## src/rtl/circuito_exp5.sv

```systemverilog
// Genius-style memory game core: control FSM plus datapath (16x4 ROM, play counter,
// play register, comparator, switch edge detector) and 7-segment debug outputs.
module circuito_exp5 (
    input  logic       clock,
    input  logic       reset,
    input  logic       iniciar,
    input  logic [3:0] chaves,
    output logic       acertou,
    output logic       errou,
    output logic       pronto,
    output logic [3:0] leds,
    output logic       db_igual,
    output logic [6:0] db_contagem,
    output logic [6:0] db_memoria,
    output logic [6:0] db_estado,
    output logic [6:0] db_jogadafeita,
    output logic       db_clock,
    output logic       db_iniciar,
    output logic       db_tem_jogada
);

    localparam int unsigned W_DADO = 4;
    localparam int unsigned W_END  = 4;
    localparam int unsigned W_SEG  = 7;
    localparam logic [W_END-1:0] ULTIMO_END = W_END'(15);

    // State codes double as the digit shown on db_estado
    typedef enum logic [3:0] {
        INICIAL       = 4'h0,
        PREPARACAO    = 4'h1,
        ESPERA_JOGADA = 4'h2,
        REGISTRA      = 4'h4,
        COMPARACAO    = 4'h5,
        PROXIMO       = 4'h6,
        FIM_ACERTOU   = 4'hA,
        FIM_ERROU     = 4'hE
    } estado_t;

    estado_t             r_estado;
    estado_t             w_prox_estado;
    logic [W_END-1:0]    r_contagem;
    logic [W_DADO-1:0]   r_jogada;
    logic                r_prev_a;
    logic [W_DADO-1:0]   w_memoria;
    logic                w_a;
    logic                w_jogada;
    logic                w_igual;
    logic                w_fim_contagem;
    logic                w_zera;
    logic                w_conta;
    logic                w_registra;

    function automatic logic [W_DADO-1:0] rom_lookup(input logic [W_END-1:0] addr);
        logic [W_DADO-1:0] dado;
        case (addr)
            4'h0:    dado = 4'b0001;
            4'h1:    dado = 4'b0010;
            4'h2:    dado = 4'b0100;
            4'h3:    dado = 4'b1000;
            4'h4:    dado = 4'b0100;
            4'h5:    dado = 4'b0010;
            4'h6:    dado = 4'b0001;
            4'h7:    dado = 4'b0001;
            4'h8:    dado = 4'b0010;
            4'h9:    dado = 4'b0010;
            4'hA:    dado = 4'b0100;
            4'hB:    dado = 4'b0100;
            4'hC:    dado = 4'b1000;
            4'hD:    dado = 4'b1000;
            4'hE:    dado = 4'b0001;
            default: dado = 4'b0100;
        endcase
        return dado;
    endfunction

    // Active-low segments, bit0 = a ... bit6 = g
    function automatic logic [W_SEG-1:0] hex7seg(input logic [3:0] valor);
        logic [W_SEG-1:0] seg;
        case (valor)
            4'h0:    seg = 7'b1000000;
            4'h1:    seg = 7'b1111001;
            4'h2:    seg = 7'b0100100;
            4'h3:    seg = 7'b0110000;
            4'h4:    seg = 7'b0011001;
            4'h5:    seg = 7'b0010010;
            4'h6:    seg = 7'b0000010;
            4'h7:    seg = 7'b1111000;
            4'h8:    seg = 7'b0000000;
            4'h9:    seg = 7'b0010000;
            4'hA:    seg = 7'b0001000;
            4'hB:    seg = 7'b0000011;
            4'hC:    seg = 7'b1000110;
            4'hD:    seg = 7'b0100001;
            4'hE:    seg = 7'b0000110;
            default: seg = 7'b0001110;
        endcase
        return seg;
    endfunction

    // Edge detector: a play is the first cycle the switches leave all-zero
    assign w_a      = |chaves;
    assign w_jogada = w_a & ~r_prev_a;

    always_ff @(posedge clock or posedge reset) begin
        if (reset) r_prev_a <= 1'b0;
        else       r_prev_a <= w_a;
    end

    assign w_memoria      = rom_lookup(r_contagem);
    assign w_igual        = (r_jogada == w_memoria);
    assign w_fim_contagem = (r_contagem == ULTIMO_END);

    always_ff @(posedge clock or posedge reset) begin
        if (reset)        r_contagem <= '0;
        else if (w_zera)  r_contagem <= '0;
        else if (w_conta) r_contagem <= r_contagem + W_END'(1);
    end

    always_ff @(posedge clock or posedge reset) begin
        if (reset)           r_jogada <= '0;
        else if (w_zera)     r_jogada <= '0;
        else if (w_registra) r_jogada <= chaves;
    end

    always_ff @(posedge clock or posedge reset) begin
        if (reset) r_estado <= INICIAL;
        else       r_estado <= w_prox_estado;
    end

    always_comb begin
        w_prox_estado = r_estado;
        case (r_estado)
            INICIAL:       if (iniciar) w_prox_estado = PREPARACAO;
            PREPARACAO:    w_prox_estado = ESPERA_JOGADA;
            ESPERA_JOGADA: if (w_jogada) w_prox_estado = REGISTRA;
            REGISTRA:      w_prox_estado = COMPARACAO;
            COMPARACAO: begin
                if (!w_igual)            w_prox_estado = FIM_ERROU;
                else if (w_fim_contagem) w_prox_estado = FIM_ACERTOU;
                else                     w_prox_estado = PROXIMO;
            end
            PROXIMO:       w_prox_estado = ESPERA_JOGADA;
            FIM_ACERTOU,
            FIM_ERROU:     if (iniciar) w_prox_estado = PREPARACAO;
            default:       w_prox_estado = INICIAL;
        endcase
    end

    // Moore control and end-state outputs decoded from the state register
    always_comb begin
        w_zera     = 1'b0;
        w_conta    = 1'b0;
        w_registra = 1'b0;
        acertou    = 1'b0;
        errou      = 1'b0;
        pronto     = 1'b0;
        case (r_estado)
            PREPARACAO:  w_zera     = 1'b1;
            REGISTRA:    w_registra = 1'b1;
            PROXIMO:     w_conta    = 1'b1;
            FIM_ACERTOU: begin
                acertou = 1'b1;
                pronto  = 1'b1;
            end
            FIM_ERROU: begin
                errou  = 1'b1;
                pronto = 1'b1;
            end
            default: ;
        endcase
    end

    assign leds           = r_jogada;
    assign db_igual       = w_igual;
    assign db_contagem    = hex7seg(r_contagem);
    assign db_memoria     = hex7seg(w_memoria);
    assign db_estado      = hex7seg(r_estado);
    assign db_jogadafeita = hex7seg(r_jogada);
    assign db_clock       = clock;
    assign db_iniciar     = iniciar;
    assign db_tem_jogada  = w_jogada;

endmodule

```

## config.mk

```make
export PLATFORM = sky130hd
export DESIGN_NAME = circuito_exp5
export DESIGN_NICKNAME = d
export VERILOG_FILES = /design/src/rtl/circuito_exp5.sv
export SDC_FILE = /design/constraint.sdc
export NUM_CORES = 1
export LEC_CHECK = 0
export BUFFER_PORTS_ARGS = -buffer_cell sky130_fd_sc_hd__buf_4
export CAP_MARGIN = 40
export CORE_MARGIN = 2
export CORE_UTILIZATION = 50
export CTS_BUF_LIST = sky130_fd_sc_hd__clkbuf_16
export CTS_CLUSTER_DIAMETER = 120
export DETAILED_ROUTE_END_ITERATION = 8
export PLACE_DENSITY = 0.78
export REMOVE_ABC_BUFFERS = 1
export SLEW_MARGIN = 20
export SYNTH_ARGS = -nofsm -noshare
export SYNTH_HDL_FRONTEND = slang
export SYNTH_SLANG_ARGS = --single-unit
```

## constraint.sdc

```tcl
create_clock -name clock -period 3.6 [get_ports clock]
set_input_delay 1.08 -clock clock [delete_from_list [all_inputs] [get_ports clock]]
set_output_delay 1.08 -clock clock [all_outputs]
set_load 0.02 [all_outputs]
```

# Word-level counts from Yosys, hierarchy flattened
# Memory sizes are Yosys's and may differ from the RTL's.
# Cells that the tools add are included.
dict set report totals {
  romBits 512
  ff_bits 13
  input_bits 7
  mem_count 5
}
# name words word_bits read_ports rd_ports_with_merged_regs wr line
set memory_table {}
lappend memory_table {{(no name shown)} 16 7 1 0 0 79} ;# case (valor)
lappend memory_table {{(no name shown)} 16 7 1 0 0 79}
lappend memory_table {{(no name shown)} 16 7 1 0 0 79}
lappend memory_table {{(no name shown)} 16 7 1 0 0 79}
lappend memory_table {{(no name shown)} 16 4 1 0 0 55} ;# case (addr)
dict set report op_classes {
  n_eq_ne 11
  n_reduce_logical 8
  add_sub_neg 1
  bitwise 2
  mux 15
}
# cell count
set op_table {}
lappend op_table {{$mux W4} 8}
lappend op_table {{$pmux W4 S5} 1}
lappend op_table {{$eq A4 B3 Y1 const B} 3}
lappend op_table {{$eq A4 B4 Y1 const B} 3}
lappend op_table {{$mux W1} 6}
lappend op_table {{$add A4 B1 Y4 const B} 1}
lappend op_table {{$eq A4 B1 Y1 const B} 1}
lappend op_table {{$eq A4 B2 Y1 const B} 1}
lappend op_table {{$eq A4 B4 Y1} 1}
lappend op_table {{$logic_not A4 Y1} 1}
lappend op_table {{$reduce_bool A2 Y1} 2}
lappend op_table {{$reduce_or A2 Y1} 2}
lappend op_table {{$reduce_or A4 Y1} 1}
lappend op_table {{$reduce_or A3 Y1} 1}
lappend op_table {{$ne A2 B1 Y1 const B} 1}
lappend op_table {{$ne A2 B2 Y1 const B} 1}
lappend op_table {{$reduce_and A2 Y1} 1}
lappend op_table {{$and A1 B1 Y1} 1}
lappend op_table {{$not A1 Y1} 1}

# Logic depth before layout (Yosys ltp)
# Gate-level depths: netlist (run 1).
dict set report logic_depth {
  word_depth 4
  mapped_depth 10
  ltp_nobuf 9
}

==> impl_metrics.json, run 1 <==
{
  "status": "completed",
  "ys_ff_latch": 13,
  "ff2ff_setup_slack_ns": 1.14,
  "grt_max_degree": 29,
  "layout.nets": 310,
  "start_kind": "flip-flop",
  "synth_warnings": 0,
  "slew_viol_final": 0,
  "synth_area_um2": 1870,
  "dp_hpwl_um": 3070,
  "ctsHoldBuffers": 0,
  "io_buffers": 45,
  "rows": 22,
  "layout_worst_path_cycle_share": 0.973,
  "synth_flop_cell": "dfrtp_1",
  "internal_power_w": 0.00110,
  "synth_edf_count": 0,
  "arrival_ns": 2.42,
  "synthTopCellsByArea": "dfrtp_1 (17%), ha_1 (17%), mux2i_1 (7.5%)",
  "antenna_found_initial": 0,
  "worst_clock_skew_ns": 0.00138,
  "netSwitchingPower_w": 0.00101,
  "syn-mean-instance-area_um2": 7.92,
  "power_frac_comb": 0.664,
  "dp_slack_ns": 0.262,
  "p_sw_frac": 0.480,
  "fillerInstances": 318,
  "powerDensity_nw_per_um2": 871,
  "setup_tns_ns": 0,
  "wl_per_cell_um": 13.2,
  "ant_nets": 0,
  "clk_pin_slew_ns": 0.05,
  "routed_wl_um": 4280,
  "finalWorstSetupSlack_ns": 0.0985,
  "clkPwrFrac": 0.191,
  "synth_top_area_frac": 0.174,
  "die_h_um": 65.1,
  "gr-total-overflow": 0,
  "worstSetupEndpointType": "output port",
  "path_class": "reg2out",
  "via_count": 1780,
  "layout.cells.non_filler": 324,
  "synth_seq_area_share": 0.174,
  "worstHoldPathType": "reg2reg",
  "ys_types": 45,
  "finalSetupViolations": 0,
  "rsz0062_at_grt": "true",
  "ir_drop_mv": 0.787,
  "grt_pass1_wl_um": 7280,
  "first_iter_violations": 76,
  "leakagePower_nw": 1.15,
  "yosysTopAreaCell": "dfrtp_1",
  "max_freq_ghz": 0.286,
  "syn_inst": 236,
  "dr.pass1.iters": 4,
  "area_growth_pct": 29.9,
  "initial_core_util": 0.514,
  "cts_tree": "done",
  "die_w_um": 65.1,
  "dpl.cell_count": 315,
  "first_global_vias": 1626,
  "finish.instance_area_um2": 2430,
  "clk-insertion-delay-late_ns": 0.35,
  "slew_headroom": 0.470,
  "synth_common_cells": "ha_1 (26), nand2_1 (20), nor2_1 (20), inv_1 (15), o21ai_0 (15)",
  "dieArea_um2": 4240,
  "io_pins": 46,
  "vias_per_cell": 5.49,
  "placed_cell_area_um2": 2220,
  "drc": 0,
  "synthArstFlopShare": 1.00,
  "max_cap_violations": 0,
  "path_max_fanout": 7,
  "tightest_slew_ns": 0.795,
  "synth.most_common_cell": "ha_1",
  "fp.coreArea_um2": 3630,
  "layout_min_cycle_time_ns": 3.50,
  "final-hold-violation-count": 0,
  "drive_gt1_frac": 0.283,
  "gp_congestion": 0.883,
  "seqPwrFrac": 0.146,
  "grtUsageTotal": 0.211,
  "diodes": 0,
  "worstPathRequired_ns": 2.52
}
cells in the final DEF (no fill, tap or decap), types with 5 or more instances in the layout:
| master | count |
|---|---|
| a21oi_1 | 12 |
| a22o_1 | 9 |
| buf_4 | 54 |
| clkbuf_16 | 6 |
| dfrtp_1 | 12 |
| ha_1 | 24 |
| inv_1 | 13 |
| mux2i_1 | 14 |
| nand2_1 | 20 |
| nand2b_1 | 8 |
| nand3_1 | 5 |
| nor2_1 | 20 |
| o21ai_0 | 15 |
| o22ai_1 | 6 |
final cells by class:
class                      instances  area, um^2  area share
clock inverter                     1        3.75     0.00155
sequential                        13         327       0.135
multi-input combinational        187        1420       0.586
tap                               48        60.1      0.0247
clock buffer                       7         158      0.0649
timing repair buffer              53         398       0.164
inverter                          15        58.8      0.0242
flip-flops by register name, summed over array words and instances, names as in the netlist:
name,count
leds,4
r_contagem,4
r_estado,4
r_prev_a,1
final timing paths:
path / startpoint / to / depth (start not counted)
worst max register to register: r_contagem[0]$_DFFE_PP0P_ / r_estado[3]$_DFFE_PP0P_ / 8
max in group asynchronous: reset / r_contagem[0]$_DFFE_PP0P_ / 2
worst min register to register: r_prev_a$_DFF_PP0_ / r_estado[2]$_DFFE_PP0P_ / 3
worst min-delay path: r_prev_a$_DFF_PP0_ / r_estado[2]$_DFFE_PP0P_ / 3
worst max-delay path: r_contagem[0]$_DFFE_PP0P_ / db_igual / 8
min in group asynchronous: reset / leds[2]$_DFFE_PP0P_ / 2
repair_timing:
| item | in CTS | in global routing |
|---|---|---|
| resized for setup | 3 | 9 |
| pin swaps | 0 | 1 |
| buffers inserted | 0 | 2 |
| setup endpoints to repair | 2 | 7 |
power by group through the flow:
| stage | clock network, W | registers (W) | logic [W] |
|---|---|---|---|
| after floorplan | 0 | 0.000293 | 0.000884 |
| after global placement | 0.0000325 | 0.000305 | 0.00133 |
| after detailed placement | 0.0000325 | 0.000304 | 0.00134 |
| after CTS | 0.000404 | 0.000308 | 0.00136 |
| after global routing | 0.000419 | 0.000324 | 0.00154 |
| final | 0.000403 | 0.000308 | 0.00140 |
per-stage QoR:
step	utilization	total power, W	hold WS [ns]
floorplan	-	0.00118	0.593
global placement	0.612	0.00166	0.575
detailed placement	0.612	0.00168	0.573
CTS	0.655	0.00207	0.584
global route	0.668	0.00229	0.621
finish	0.668	0.00211	0.585
layer usage:
metal	vias up	routed length (um)	part of all wire	global-route usage
met3	3	196	0.046	0.0291
met4	0	19	0.0044	0.0391
met2	49	2080	0.49	0.379
li1	920	-	-	-
met5	-	0	0	0
met1	808	1980	0.46	0.274
cell families after synthesis:
kind of cell / count (synthesis) / share of synthesized area
AOI/OAI and AO/OA: 66 / 0.235
xor gates and xnor gates: 3 / 0.0181
adders and majority gates: 26 / 0.174
buffers and inverters: 36 / 0.0817
DFF: 13 / 0.174
muxes: 20 / 0.129
and+or+nand+nor: 72 / 0.188
worst max-delay path: stages, from the launching register on:
cell and delay (ns):
dfrtp_2 0.45, inv_4 0.06, buf_4 0.14, ha_1 0.23, mux4_2 0.58, xnor2_2 0.17
o221ai_2 0.13, nor2_1 0.14, buf_4 0.16
Power figures use the tool's default switching activity.
==> run 2, diff against run 1 <==
--- a/config.mk
+++ b/config.mk
@@ -5,8 +5,9 @@
 export SDC_FILE = /design/constraint.sdc
 export NUM_CORES = 1
 export LEC_CHECK = 0
+export ABC_AREA = 1
 export BUFFER_PORTS_ARGS = -buffer_cell sky130_fd_sc_hd__buf_4
-export CAP_MARGIN = 40
+export CAP_MARGIN = 30
 export CORE_MARGIN = 2
 export CORE_UTILIZATION = 50
 export CTS_BUF_LIST = sky130_fd_sc_hd__clkbuf_16
==> impl_metrics.json, run 2 <==
{
  "final_common_cell": "nand2_1",
  "area_growth_pct": 27.9,
  "ff2ff_setup_slack_ns": 1.76,
  "synth_area_um2": 1770,
  "syn_inst": 265,
  "internal_power_w": 0.00123,
  "grt_max_degree": 14,
  "dp_slack_ns": 0.529,
  "drc": 0,
  "synth_common_cells": "nand2_1 (69), inv_1 (34), ha_1 (26), nand3_1 (21), nor2_1 (16)",
  "ys_types": 40,
  "synth_edf_count": 0,
  "synth.most_common_cell": "nand2_1",
  "gp_congestion": 0.887,
  "gr-total-overflow": 0,
  "placed_cell_area_um2": 2110,
  "diodes": 0,
  "grtUsageTotal": 0.228,
  "ant_nets": 0,
  "path_class": "reg2out",
  "synth_flop_cell": "dfrtp_1",
  "worstSetupEndpointType": "output port",
  "p_sw_frac": 0.524,
  "status": "completed",
  "r2r_start": "r_contagem[0]$_DFFE_PP0P_",
  "clk_pin_slew_ns": 0.05,
  "clk-insertion-delay-late_ns": 0.36,
  "initial_core_util": 0.526,
  "arrival_ns": 2.41,
  "worstHoldPathType": "reg2reg",
  "setup_tns_ns": 0,
  "first_global_vias": 1753,
  "regToRegEndpoint": "r_estado[3]$_DFFE_PP0P_",
  "dr.pass1.iters": 4,
  "tightest_slew_ns": 0.488,
  "die_h_um": 63.5,
  "start_kind": "flip-flop",
  "synth_warnings": 0,
  "layout_min_cycle_time_ns": 3.49,
  "fp.coreArea_um2": 3360,
  "powerDensity_nw_per_um2": 1140,
  "synthArstFlopShare": 1.00,
  "clkPwrFrac": 0.157,
  "die_w_um": 63.5,
  "dieArea_um2": 4030,
  "hold_ws_ns": 0.573,
  "synth_top_area_frac": 0.184,
  "syn-mean-instance-area_um2": 6.68,
  "finish.instance_area_um2": 2260,
  "drive_gt1_frac": 0.255,
  "netSwitchingPower_w": 0.00135,
  "final_cell_mix": "nand2_1 (69), buf_4 (45), inv_1 (35)",
  "min_path_cells": 2,
  "post-cts-setup-buffers": 0,
  "hp-start": "r_estado[2]$_DFFE_PP0P_",
  "path_max_fanout": 9,
  "worst_clock_skew_ns": 0.00220,
  "dp_hpwl_um": 3300,
  "first_iter_violations": 131,
  "synthTopCellsByArea": "dfrtp_1 (18%), ha_1 (18%), nand2_1 (15%)",
  "layout_worst_path_cycle_share": 0.969,
  "yosysTopAreaCell": "dfrtp_1",
  "ys_ff_latch": 13,
  "antenna_found_initial": 0,
  "power_frac_comb": 0.719,
  "final-hold-violation-count": 0,
  "rows": 21,
  "max_cap_violations": 0,
  "slew_viol_final": 0,
  "synth_seq_area_share": 0.184,
  "io_pins": 46,
  "ir_drop_mv": 0.695,
  "via_count": 1873,
  "finalWorstSetupSlack_ns": 0.111,
  "worstPathRequired_ns": 2.52,
  "worst_r2r_path_depth": 11,
  "hold-path-endpoint": "r_estado[2]$_DFFE_PP0P_",
  "grt_pass1_wl_um": 7510,
  "routed_wl_um": 4350,
  "io_buffers": 45,
  "max_freq_ghz": 0.287,
  "rsz0062_at_grt": "false",
  "leakagePower_nw": 1.23,
  "slew_headroom": 0.675,
  "layout.nets": 344,
  "cts_tree": "done",
  "wl_per_cell_um": 12.2,
  "finalSetupViolations": 0,
  "seqPwrFrac": 0.123,
  "vias_per_cell": 5.26
}
[run 2: changes by cell type after synthesis, moves of 9 or more]
cell,before,now
a22o_1,9,0
clkbuf_1,14,1
inv_1,15,34
inv_2,0,9
mux2i_1,14,0
nand2_1,20,69
nand3_1,5,21
[run 2: worst max-delay path by stage]
stage | from | end | slack (ns)
after floorplan | r_contagem[0]$_DFFE_PP0P_ | db_memoria[1] | 0.50
after global routing | r_contagem[0]$_DFFE_PP0P_ | db_memoria[1] | 0.01
after global placement | r_contagem[0]$_DFFE_PP0P_ | db_memoria[1] | 0.58
final | r_contagem[0]$_DFFE_PP0P_ | db_memoria[1] | 0.11
after detailed placement | r_contagem[1]$_DFFE_PP0P_ | db_memoria[1] | 0.53
after CTS | r_contagem[1]$_DFFE_PP0P_ | db_memoria[1] | 0.14
[run 2: through the flow]
step / power (W) / std cells / utilization
CTS: 0.00258 / 356 / 0.673
finish: 0.00257 / 356 / 0.673
floorplan: 0.00153 / 258 / -
detailed placement: 0.00219 / 349 / 0.627
global route: 0.00280 / 356 / 0.673
global placement: 0.00218 / 349 / 0.627
[run 2: power groups by stage]
stage / sequential [W] / clock (W) / combinational (W)
after floorplan: 0.000313 / 0 / 0.00121
after global placement: 0.000315 / 0.0000325 / 0.00183
after detailed placement: 0.000315 / 0.0000325 / 0.00184
after CTS: 0.000314 / 0.000408 / 0.00185
after global routing: 0.000332 / 0.000416 / 0.00205
final: 0.000317 / 0.000405 / 0.00185
[run 2: what timing repair did]
| item | CTS | global route |
|---|---|---|
| setup endpoints to repair | 0 | 3 |
| hold endpoints to repair | 0 | 0 |
| resized for setup | 0 | 2 |
| hold buffers | 0 | 0 |
[run 2: cells by family (layout without fill, tap and decap cells)]
family,after synthesis,after routing,share of synthesized area
AO/OA/AOI/OAI,51,51,0.199
flip-flops,13,13,0.184
buffers and inverters,52,97,0.129
AND/OR/NAND/NOR,123,123,0.304
adder cells (fa/ha/maj),26,26,0.184
[run 2: layer usage]
| layer | vias up | track usage | share of wire |
|---|---|---|---|
| li1 | 966 | - | - |
| met1 | 830 | 0.283 | 0.46 |
| met2 | 67 | 0.397 | 0.47 |
| met3 | 10 | 0.0393 | 0.057 |
| met4 | 0 | 0.0761 | 0.015 |
| met5 | - | 0 | 0 |
[run 2: layout make-up]
class | instances | area (um^2)
multi-input cells | 200 | 1220
fillers | 307 | 1100
repair buffers | 44 | 330
flip-flops and latches | 13 | 328
inverters | 45 | 171
clock buffers | 7 | 158
well taps | 46 | 57.6
clock inverters | 1 | 3.75
[run 2: worst max-delay path: stages (launching register included)]
cell	delay, ns
dfrtp_1	0.42
inv_1	0.23
ha_1	0.23
nand2_1	0.12
nand2_4	0.11
inv_1	0.10
ha_1	0.33
o32ai_1	0.31
buf_4	0.20
